File: src/rtl/baccarat_pkg.sv
// Shared types and defaults for the Baccarat round controller.
// Contents: round state enum, 4-bit score/rank types, rule thresholds,
// and the rank-to-card-value mapping used by the third-card table.
package baccarat_pkg;

  localparam int unsigned SCORE_W = 4;
  localparam int unsigned RANK_W  = 4;

  typedef logic [SCORE_W-1:0] score_t;
  typedef logic [RANK_W-1:0]  card_rank_t;

  // Default rule thresholds.
  localparam int unsigned NATURAL_MIN_DEF  = 8;
  localparam int unsigned PLAYER_STAND_DEF = 6;

  typedef enum logic [3:0] {
    ST_P1     = 4'd0,
    ST_D1     = 4'd1,
    ST_P2     = 4'd2,
    ST_D2     = 4'd3,
    ST_EVAL   = 4'd4,
    ST_P3     = 4'd5,
    ST_DEC    = 4'd6,
    ST_D3     = 4'd7,
    ST_RESULT = 4'd8,
    ST_DONE   = 4'd9
  } state_e;

  // Ace..9 count face value; 10, J, Q, K and the empty slot (0) count zero.
  function automatic score_t card_value(card_rank_t rank);
    if (rank >= RANK_W'(1) && rank <= RANK_W'(9)) begin
      return SCORE_W'(rank);
    end
    return '0;
  endfunction

endpackage

File: src/rtl/baccarat_dealer_fsm_if.sv
// Bus between the dealer controller and its surroundings.
// master: card source / scoring side (drives step, scores, pcard3; sees strobes
// and lights).  slave: the controller itself.
// Optional: BACCARAT_TIE_OUT_EN adds tie_light.
interface baccarat_dealer_fsm_if;
  import baccarat_pkg::*;

  logic       step;
  score_t     pscore;
  score_t     dscore;
  card_rank_t pcard3;
  logic       load_pcard1, load_pcard2, load_pcard3;
  logic       load_dcard1, load_dcard2, load_dcard3;
  logic       player_win_light;
  logic       dealer_win_light;
  logic       done;
`ifdef BACCARAT_TIE_OUT_EN
  logic       tie_light;

  modport master (
    output step, pscore, dscore, pcard3,
    input  load_pcard1, load_pcard2, load_pcard3,
    input  load_dcard1, load_dcard2, load_dcard3,
    input  player_win_light, dealer_win_light, done, tie_light
  );
  modport slave (
    input  step, pscore, dscore, pcard3,
    output load_pcard1, load_pcard2, load_pcard3,
    output load_dcard1, load_dcard2, load_dcard3,
    output player_win_light, dealer_win_light, done, tie_light
  );
`else
  modport master (
    output step, pscore, dscore, pcard3,
    input  load_pcard1, load_pcard2, load_pcard3,
    input  load_dcard1, load_dcard2, load_dcard3,
    input  player_win_light, dealer_win_light, done
  );
  modport slave (
    input  step, pscore, dscore, pcard3,
    output load_pcard1, load_pcard2, load_pcard3,
    output load_dcard1, load_dcard2, load_dcard3,
    output player_win_light, dealer_win_light, done
  );
`endif

endinterface

File: src/rtl/banker_draw.sv
// Banker third-card table (combinational).
// Ports: dscore - banker two-card total; pcard3 - player third-card rank;
//        draw   - banker takes a third card.
module banker_draw
  import baccarat_pkg::*;
(
  input  score_t     dscore,
  input  card_rank_t pcard3,
  output logic       draw
);

  score_t v;

  always_comb begin
    v    = card_value(pcard3);
    draw = 1'b0;
    case (dscore)
      4'd0, 4'd1, 4'd2: draw = 1'b1;
      4'd3:             draw = (v != 4'd8);
      4'd4:             draw = (v >= 4'd2) && (v <= 4'd7);
      4'd5:             draw = (v >= 4'd4) && (v <= 4'd7);
      4'd6:             draw = (v >= 4'd6) && (v <= 4'd7);
      default:          draw = 1'b0;
    endcase
  end

endmodule

File: src/rtl/baccarat_dealer_fsm.sv
// Sequencing controller for one Baccarat round: issues card-register load
// strobes, applies natural / player / banker third-card rules, drives lights.
// Ports: slow_clock, reset (sync, active-high), bus (slave modport of
// baccarat_dealer_fsm_if: step, pscore, dscore, pcard3 in; load strobes,
// win lights, done out).
// Optional: BACCARAT_TIE_OUT_EN adds a dedicated tie_light output.
module baccarat_dealer_fsm
  import baccarat_pkg::*;
#(
  parameter int unsigned NATURAL_MIN  = NATURAL_MIN_DEF,
  parameter int unsigned PLAYER_STAND = PLAYER_STAND_DEF
) (
  input  logic                  slow_clock,
  input  logic                  reset,
  baccarat_dealer_fsm_if.slave  bus
);

  state_e state_q, state_d;
  logic   player_win_q, player_win_d;
  logic   dealer_win_q, dealer_win_d;
  logic   done_q, done_d;
  logic   tie_q, tie_d;
  logic   banker_draws;
  logic   natural;
  logic   step_ok;

  banker_draw u_banker_draw (
    .dscore (bus.dscore),
    .pcard3 (bus.pcard3),
    .draw   (banker_draws)
  );

  assign natural = (bus.pscore >= SCORE_W'(NATURAL_MIN)) ||
                   (bus.dscore >= SCORE_W'(NATURAL_MIN));

  // Reset wins over step, so no strobe leaks out during a reset cycle.
  assign step_ok = bus.step & ~reset;

  // Next state and registered-output updates.
  always_comb begin
    state_d      = state_q;
    player_win_d = player_win_q;
    dealer_win_d = dealer_win_q;
    done_d       = done_q;
    tie_d        = tie_q;
    if (bus.step) begin
      case (state_q)
        ST_P1:   state_d = ST_D1;
        ST_D1:   state_d = ST_P2;
        ST_P2:   state_d = ST_D2;
        ST_D2:   state_d = ST_EVAL;
        ST_EVAL: begin
          if (natural)                                     state_d = ST_RESULT;
          else if (bus.pscore < SCORE_W'(PLAYER_STAND))    state_d = ST_P3;
          else if (bus.dscore <= SCORE_W'(5))              state_d = ST_D3;
          else                                             state_d = ST_RESULT;
        end
        ST_P3:   state_d = ST_DEC;
        ST_DEC:  state_d = banker_draws ? ST_D3 : ST_RESULT;
        ST_D3:   state_d = ST_RESULT;
        ST_RESULT: begin
          player_win_d = (bus.pscore >= bus.dscore);
          dealer_win_d = (bus.dscore >= bus.pscore);
`ifdef BACCARAT_TIE_OUT_EN
          if (bus.pscore == bus.dscore) begin
            player_win_d = 1'b0;
            dealer_win_d = 1'b0;
            tie_d        = 1'b1;
          end
`endif
          done_d  = 1'b1;
          state_d = ST_DONE;
        end
        ST_DONE: state_d = ST_DONE;
        default: state_d = ST_P1;
      endcase
    end
  end

  // State and output registers.
  always_ff @(posedge slow_clock) begin
    if (reset) begin
      state_q      <= ST_P1;
      player_win_q <= 1'b0;
      dealer_win_q <= 1'b0;
      done_q       <= 1'b0;
      tie_q        <= 1'b0;
    end else begin
      state_q      <= state_d;
      player_win_q <= player_win_d;
      dealer_win_q <= dealer_win_d;
      done_q       <= done_d;
      tie_q        <= tie_d;
    end
  end

  // Mealy load strobes: the card register captures on the edge that leaves X.
  always_comb begin
    bus.load_pcard1 = step_ok && (state_q == ST_P1);
    bus.load_dcard1 = step_ok && (state_q == ST_D1);
    bus.load_pcard2 = step_ok && (state_q == ST_P2);
    bus.load_dcard2 = step_ok && (state_q == ST_D2);
    bus.load_pcard3 = step_ok && (state_q == ST_P3);
    bus.load_dcard3 = step_ok && (state_q == ST_D3);
  end

  assign bus.player_win_light = player_win_q;
  assign bus.dealer_win_light = dealer_win_q;
  assign bus.done             = done_q;
`ifdef BACCARAT_TIE_OUT_EN
  assign bus.tie_light        = tie_q;
`else
  // Tie indication only has a port when the tie output is enabled.
  logic unused_tie;
  assign unused_tie = tie_q;
`endif

endmodule

File: src/flat_wrapper.sv
// flat-port wrapper written by rule: the top's interface ports become plain ports
module baccarat_dealer_fsm_flat import baccarat_pkg::*;
#(
  parameter int unsigned NATURAL_MIN  = NATURAL_MIN_DEF,
  parameter int unsigned PLAYER_STAND = PLAYER_STAND_DEF
)
  (slow_clock, reset, bus_step, bus_pscore, bus_dscore, bus_pcard3, bus_load_pcard1, bus_load_pcard2, bus_load_pcard3, bus_load_dcard1, bus_load_dcard2, bus_load_dcard3, bus_player_win_light, bus_dealer_win_light, bus_done);
  baccarat_dealer_fsm_if bus_i ();
  input  logic slow_clock;
  input  logic reset;
  input wire logic [$bits(bus_i.step)-1:0] bus_step;
  input wire logic [$bits(bus_i.pscore)-1:0] bus_pscore;
  input wire logic [$bits(bus_i.dscore)-1:0] bus_dscore;
  input wire logic [$bits(bus_i.pcard3)-1:0] bus_pcard3;
  output wire logic [$bits(bus_i.load_pcard1)-1:0] bus_load_pcard1;
  output wire logic [$bits(bus_i.load_pcard2)-1:0] bus_load_pcard2;
  output wire logic [$bits(bus_i.load_pcard3)-1:0] bus_load_pcard3;
  output wire logic [$bits(bus_i.load_dcard1)-1:0] bus_load_dcard1;
  output wire logic [$bits(bus_i.load_dcard2)-1:0] bus_load_dcard2;
  output wire logic [$bits(bus_i.load_dcard3)-1:0] bus_load_dcard3;
  output wire logic [$bits(bus_i.player_win_light)-1:0] bus_player_win_light;
  output wire logic [$bits(bus_i.dealer_win_light)-1:0] bus_dealer_win_light;
  output wire logic [$bits(bus_i.done)-1:0] bus_done;
  assign bus_i.step = bus_step;
  assign bus_i.pscore = bus_pscore;
  assign bus_i.dscore = bus_dscore;
  assign bus_i.pcard3 = bus_pcard3;
  assign bus_load_pcard1 = bus_i.load_pcard1;
  assign bus_load_pcard2 = bus_i.load_pcard2;
  assign bus_load_pcard3 = bus_i.load_pcard3;
  assign bus_load_dcard1 = bus_i.load_dcard1;
  assign bus_load_dcard2 = bus_i.load_dcard2;
  assign bus_load_dcard3 = bus_i.load_dcard3;
  assign bus_player_win_light = bus_i.player_win_light;
  assign bus_dealer_win_light = bus_i.dealer_win_light;
  assign bus_done = bus_i.done;
  baccarat_dealer_fsm #(.NATURAL_MIN(NATURAL_MIN), .PLAYER_STAND(PLAYER_STAND)) u_core (.slow_clock(slow_clock), .reset(reset), .bus(bus_i));
endmodule
File: config.mk
export PLATFORM = sky130hd
export DESIGN_NAME = baccarat_dealer_fsm_flat
export DESIGN_NICKNAME = d
export VERILOG_FILES = /design/src/rtl/baccarat_pkg.sv /design/src/rtl/baccarat_dealer_fsm_if.sv /design/src/rtl/banker_draw.sv /design/src/rtl/baccarat_dealer_fsm.sv /design/src/flat_wrapper.sv
export SDC_FILE = /design/constraint.sdc
export NUM_CORES = 1
export LEC_CHECK = 0
export BUFFER_PORTS_ARGS = -buffer_cell sky130_fd_sc_hd__buf_2
export CAP_MARGIN = 25
export CORE_ASPECT_RATIO = 1.1
export CORE_MARGIN = 3
export CORE_UTILIZATION = 40
export CTS_CLUSTER_SIZE = 16
export DETAILED_ROUTE_END_ITERATION = 12
export PLACE_DENSITY = 0.66
export SLEW_MARGIN = 10
export SYNTH_ARGS = -nofsm -noshare
export SYNTH_HDL_FRONTEND = slang
export SYNTH_HIERARCHICAL = 1
export SYNTH_SLANG_ARGS = --single-unit
File: constraint.sdc
create_clock -name slow_clock -period 2 [get_ports slow_clock]
set_clock_uncertainty 0.1 [all_clocks]
set_input_delay 0.1 -clock slow_clock [delete_from_list [all_inputs] [get_ports slow_clock]]
set_output_delay 0.1 -clock slow_clock [all_outputs]
set_load 0.05 [all_outputs]
==> impl_results.md <==
* Fin crit share at 0.8592
* Grt ovf at 0
* Net Switching at 0.0001199 W
* Post-Route WL at around 1600 um
* Largest net degree at the start of global routing at 16
* Primary FF master, synth: dfxtp_1
* Post-synth EDFFs at 0
* Place WS at roughly 0.14 ns
* Met1 usage at 0.1900
* First-pass GRT wire length at between 2000 and 3000 um
* Met2 Usage GRT at 0.2477
* Placer Congestion at 0.7848
* Synthesized area per cell at roughly 7.8 sq um
* Share of layout cells above drive strength 1 at 0.3036
* Most frequent cell after synthesis: nor2_1
* Number of synthesized register bits at 7
* Synth Cell Area at between 700 and 800 sq um
* Status: complete, no violations
* Slew Viols, Final at 0
* Max-Cap Viols at 0
* GRT Util Overall at 0.1579
* Clock-pin slew of the registers on the worst-case setup and hold paths at 0.05 ns
* Register area share after synthesis at 0.1979
* # DRC at 0
* CTS Hold Bufs at 0
* Fmax achieved at roughly 580 MHz
* Vias per std cell at between 5 and 6
* Worst skew pair latency at 0.25 ns
* Met3 global-route usage at 0.04659
* Crit. End Element: output pin
* Tightest Pin Transition at between 0.4 and 0.5 ns
* Synth Net Count at 110
* DIE HEIGHT at ~50 um
* Fin crit period at about 1.7 ns
* Area growth, synth to finish at 14.66%
* Area leader, netlist: dfxtp_1
* Worst Setup Start Kind: flip-flop
* DR vias at 702
* Starting Density at 0.4388
* CTS-repair resized insts at 0
* Gate Count Post-Synth at a little over 90
* DPL Wire Length at ~1300 um
* # IOs at 24
* Synth top area share at 0.1979
* Final TNS setup at 0 ns
* Initial antenna violation count at 0
* CTS Root Cell: clkbuf_4
* Top cells by count, synth: 14 x nor2_1, 8 x nand2_1, 7 x dfxtp_1
* Die width at about 46 um
* Async SR Flop Fraction at 0
* Worst slew margin at 0.6716
* Pwr dens at about 470 nW/um^2
* First-pass detailed-route iteration total at 4
* Die area at about 2300 sq um
* Final ANT Viol Nets at 0
* Top post-synthesis cells by area: dfxtp_1 20%, nor2_1 7.4%, ha_1 7.1%, a211oi_1 4.2%, nand2_1 4.2%
* Switching Fraction at 0.3112
* N_diodes at 0
* Setup ws final at around 0.28 ns
* Worst EP required at 1.80 ns
* CP arrival at 1.52 ns
* Critical path type: flip-flop to output pin
* H-tree depth at 1
* Layout Utilization at 0.5031
* CTS Buf Count at 3
* Combinational power share at 0.271
* Placed Area at between 700 and 800 sq um
* Hold Path Depth at 2
* R2R depth at 4
* Fin. Hold Viols at 0
* RSZ-0062 raised after global routing: false
* Int Pwr at about 0.00027 W
* CTS Buffer Depth at 2
* Hold Crit Class: input port to flip-flop
* Wire length per cell at 12.50 um
* Sequential power share at 0.400
* Max IR drop VDD at approximately 0.29 mV
* Post-CTS Setup Inserts at 0
* Gr busiest metal: met2
* Layout Nets at about 130
* Core Area at around 1600 sq um
* Worst-path fanout max at 14
* Row count at 15
* Synth unique cells at 34
* Setup violations, final at 0
* Leakage at ~0.36 nW
* Power share of the clock group at 0.329
* Design Area, Final at roughly 810 sq um
* Clock sinks at 7
* CTS tree: built
* I/O Buffers at 23
* Yosys warns at 6
* Initial DRC Count at 17
* Number of global-route vias before repair at a little under 700
-- flip-flops by register name (all words and copies together), names as in the netlist --
register and cells:
u_core/bus.dealer_win_light 1, u_core/bus.done 1, u_core/bus.player_win_light 1, u_core/state_q 4
-- stage by stage --
stage / total power, W / std cells / hold slack, ns
after floorplan: 0.0002360 / 91 / 0.1968
after global placement: 0.0002589 / 125 / 0.3128
after detailed placement: 0.0002617 / 125 / 0.3289
after CTS: 0.0003932 / 129 / 0.05627
after global routing: 0.0004125 / 129 / 0.08074
final: 0.0003854 / 129 / 0.06174
-- worst paths after layout --
check / from / endpoint / slack (ns)
max: u_core/state_q[1]$_SDFFE_PP0P_ / bus_load_pcard1 / 0.28
min: reset / u_core/state_q[2]$_SDFFE_PP0P_ / 0.06
max reg2reg: u_core/state_q[1]$_SDFFE_PP0P_ / u_core/bus.dealer_win_light$_SDFFE_PP0P_ / 0.34
min reg2reg: u_core/bus.done$_SDFFE_PP0P_ / u_core/bus.done$_SDFFE_PP0P_ / 0.37
-- cell type report --
| class | count | area (sq um) |
|---|---|---|
| Tap cell | 17 | 21.27 |
| Sequential cell | 7 | 140.1 |
| Inverter | 5 | 18.77 |
| Clock buffer | 4 | 26.28 |
| Timing Repair Buffer | 23 | 115.1 |
| Fill cell | 169 | 802.0 |
| Multi-Input combinational cell | 73 | 490.5 |
-- layer usage --
| metal | routed length [um] | vias up |
|---|---|---|
| met4 | 0 | 0 |
| met1 | 736 | 321 |
| met3 | 69 | 0 |
| li1 | - | 365 |
| met5 | 0 | - |
| met2 | 806 | 16 |
-- power by group through the flow --
stage	combinational, W	clock [W]	sequential, W
detailed placement	0.000105	0	0.000157
global placement	0.000102	0	0.000157
floorplan	0.0000873	0	0.000149
finish	0.000104	0.000127	0.000154
global route	0.000117	0.000139	0.000156
CTS	0.000105	0.000134	0.000154
-- worst max-delay path: stages (launching register included) --
cell	delay [ns]
dfxtp_1	0.43
nor3_1	0.38
and3_1	0.21
buf_2	0.25
-- cells by family (layout without fill, tap and decap cells) --
| kind of cell | after synthesis | count (layout) | synth area share |
|---|---|---|---|
| compound gates | 23 | 23 | 0.2279 |
| buf+inv | 11 | 32 | 0.1184 |
| flops | 7 | 7 | 0.1979 |
| fa+ha+maj | 4 | 4 | 0.07067 |
| mux | 1 | 1 | 0.01590 |
| simple gates | 45 | 45 | 0.3693 |
-- cell usage in the layout, fill, tap and decap left out, types with 2 or more instances in the layout --
cell,instances
and2b_1,3
a21oi_1,4
a32o_1,2
o21a_1,2
nor2_1,14
o21ai_0,5
clkbuf_4,3
dfxtp_1,7
nor2b_1,4
a211oi_1,4
ha_1,4
nor3_1,2
inv_1,5
buf_2,23
nand2b_1,3
nor4b_2,2
nand2_1,8
(Power assumes the default switching activity.)
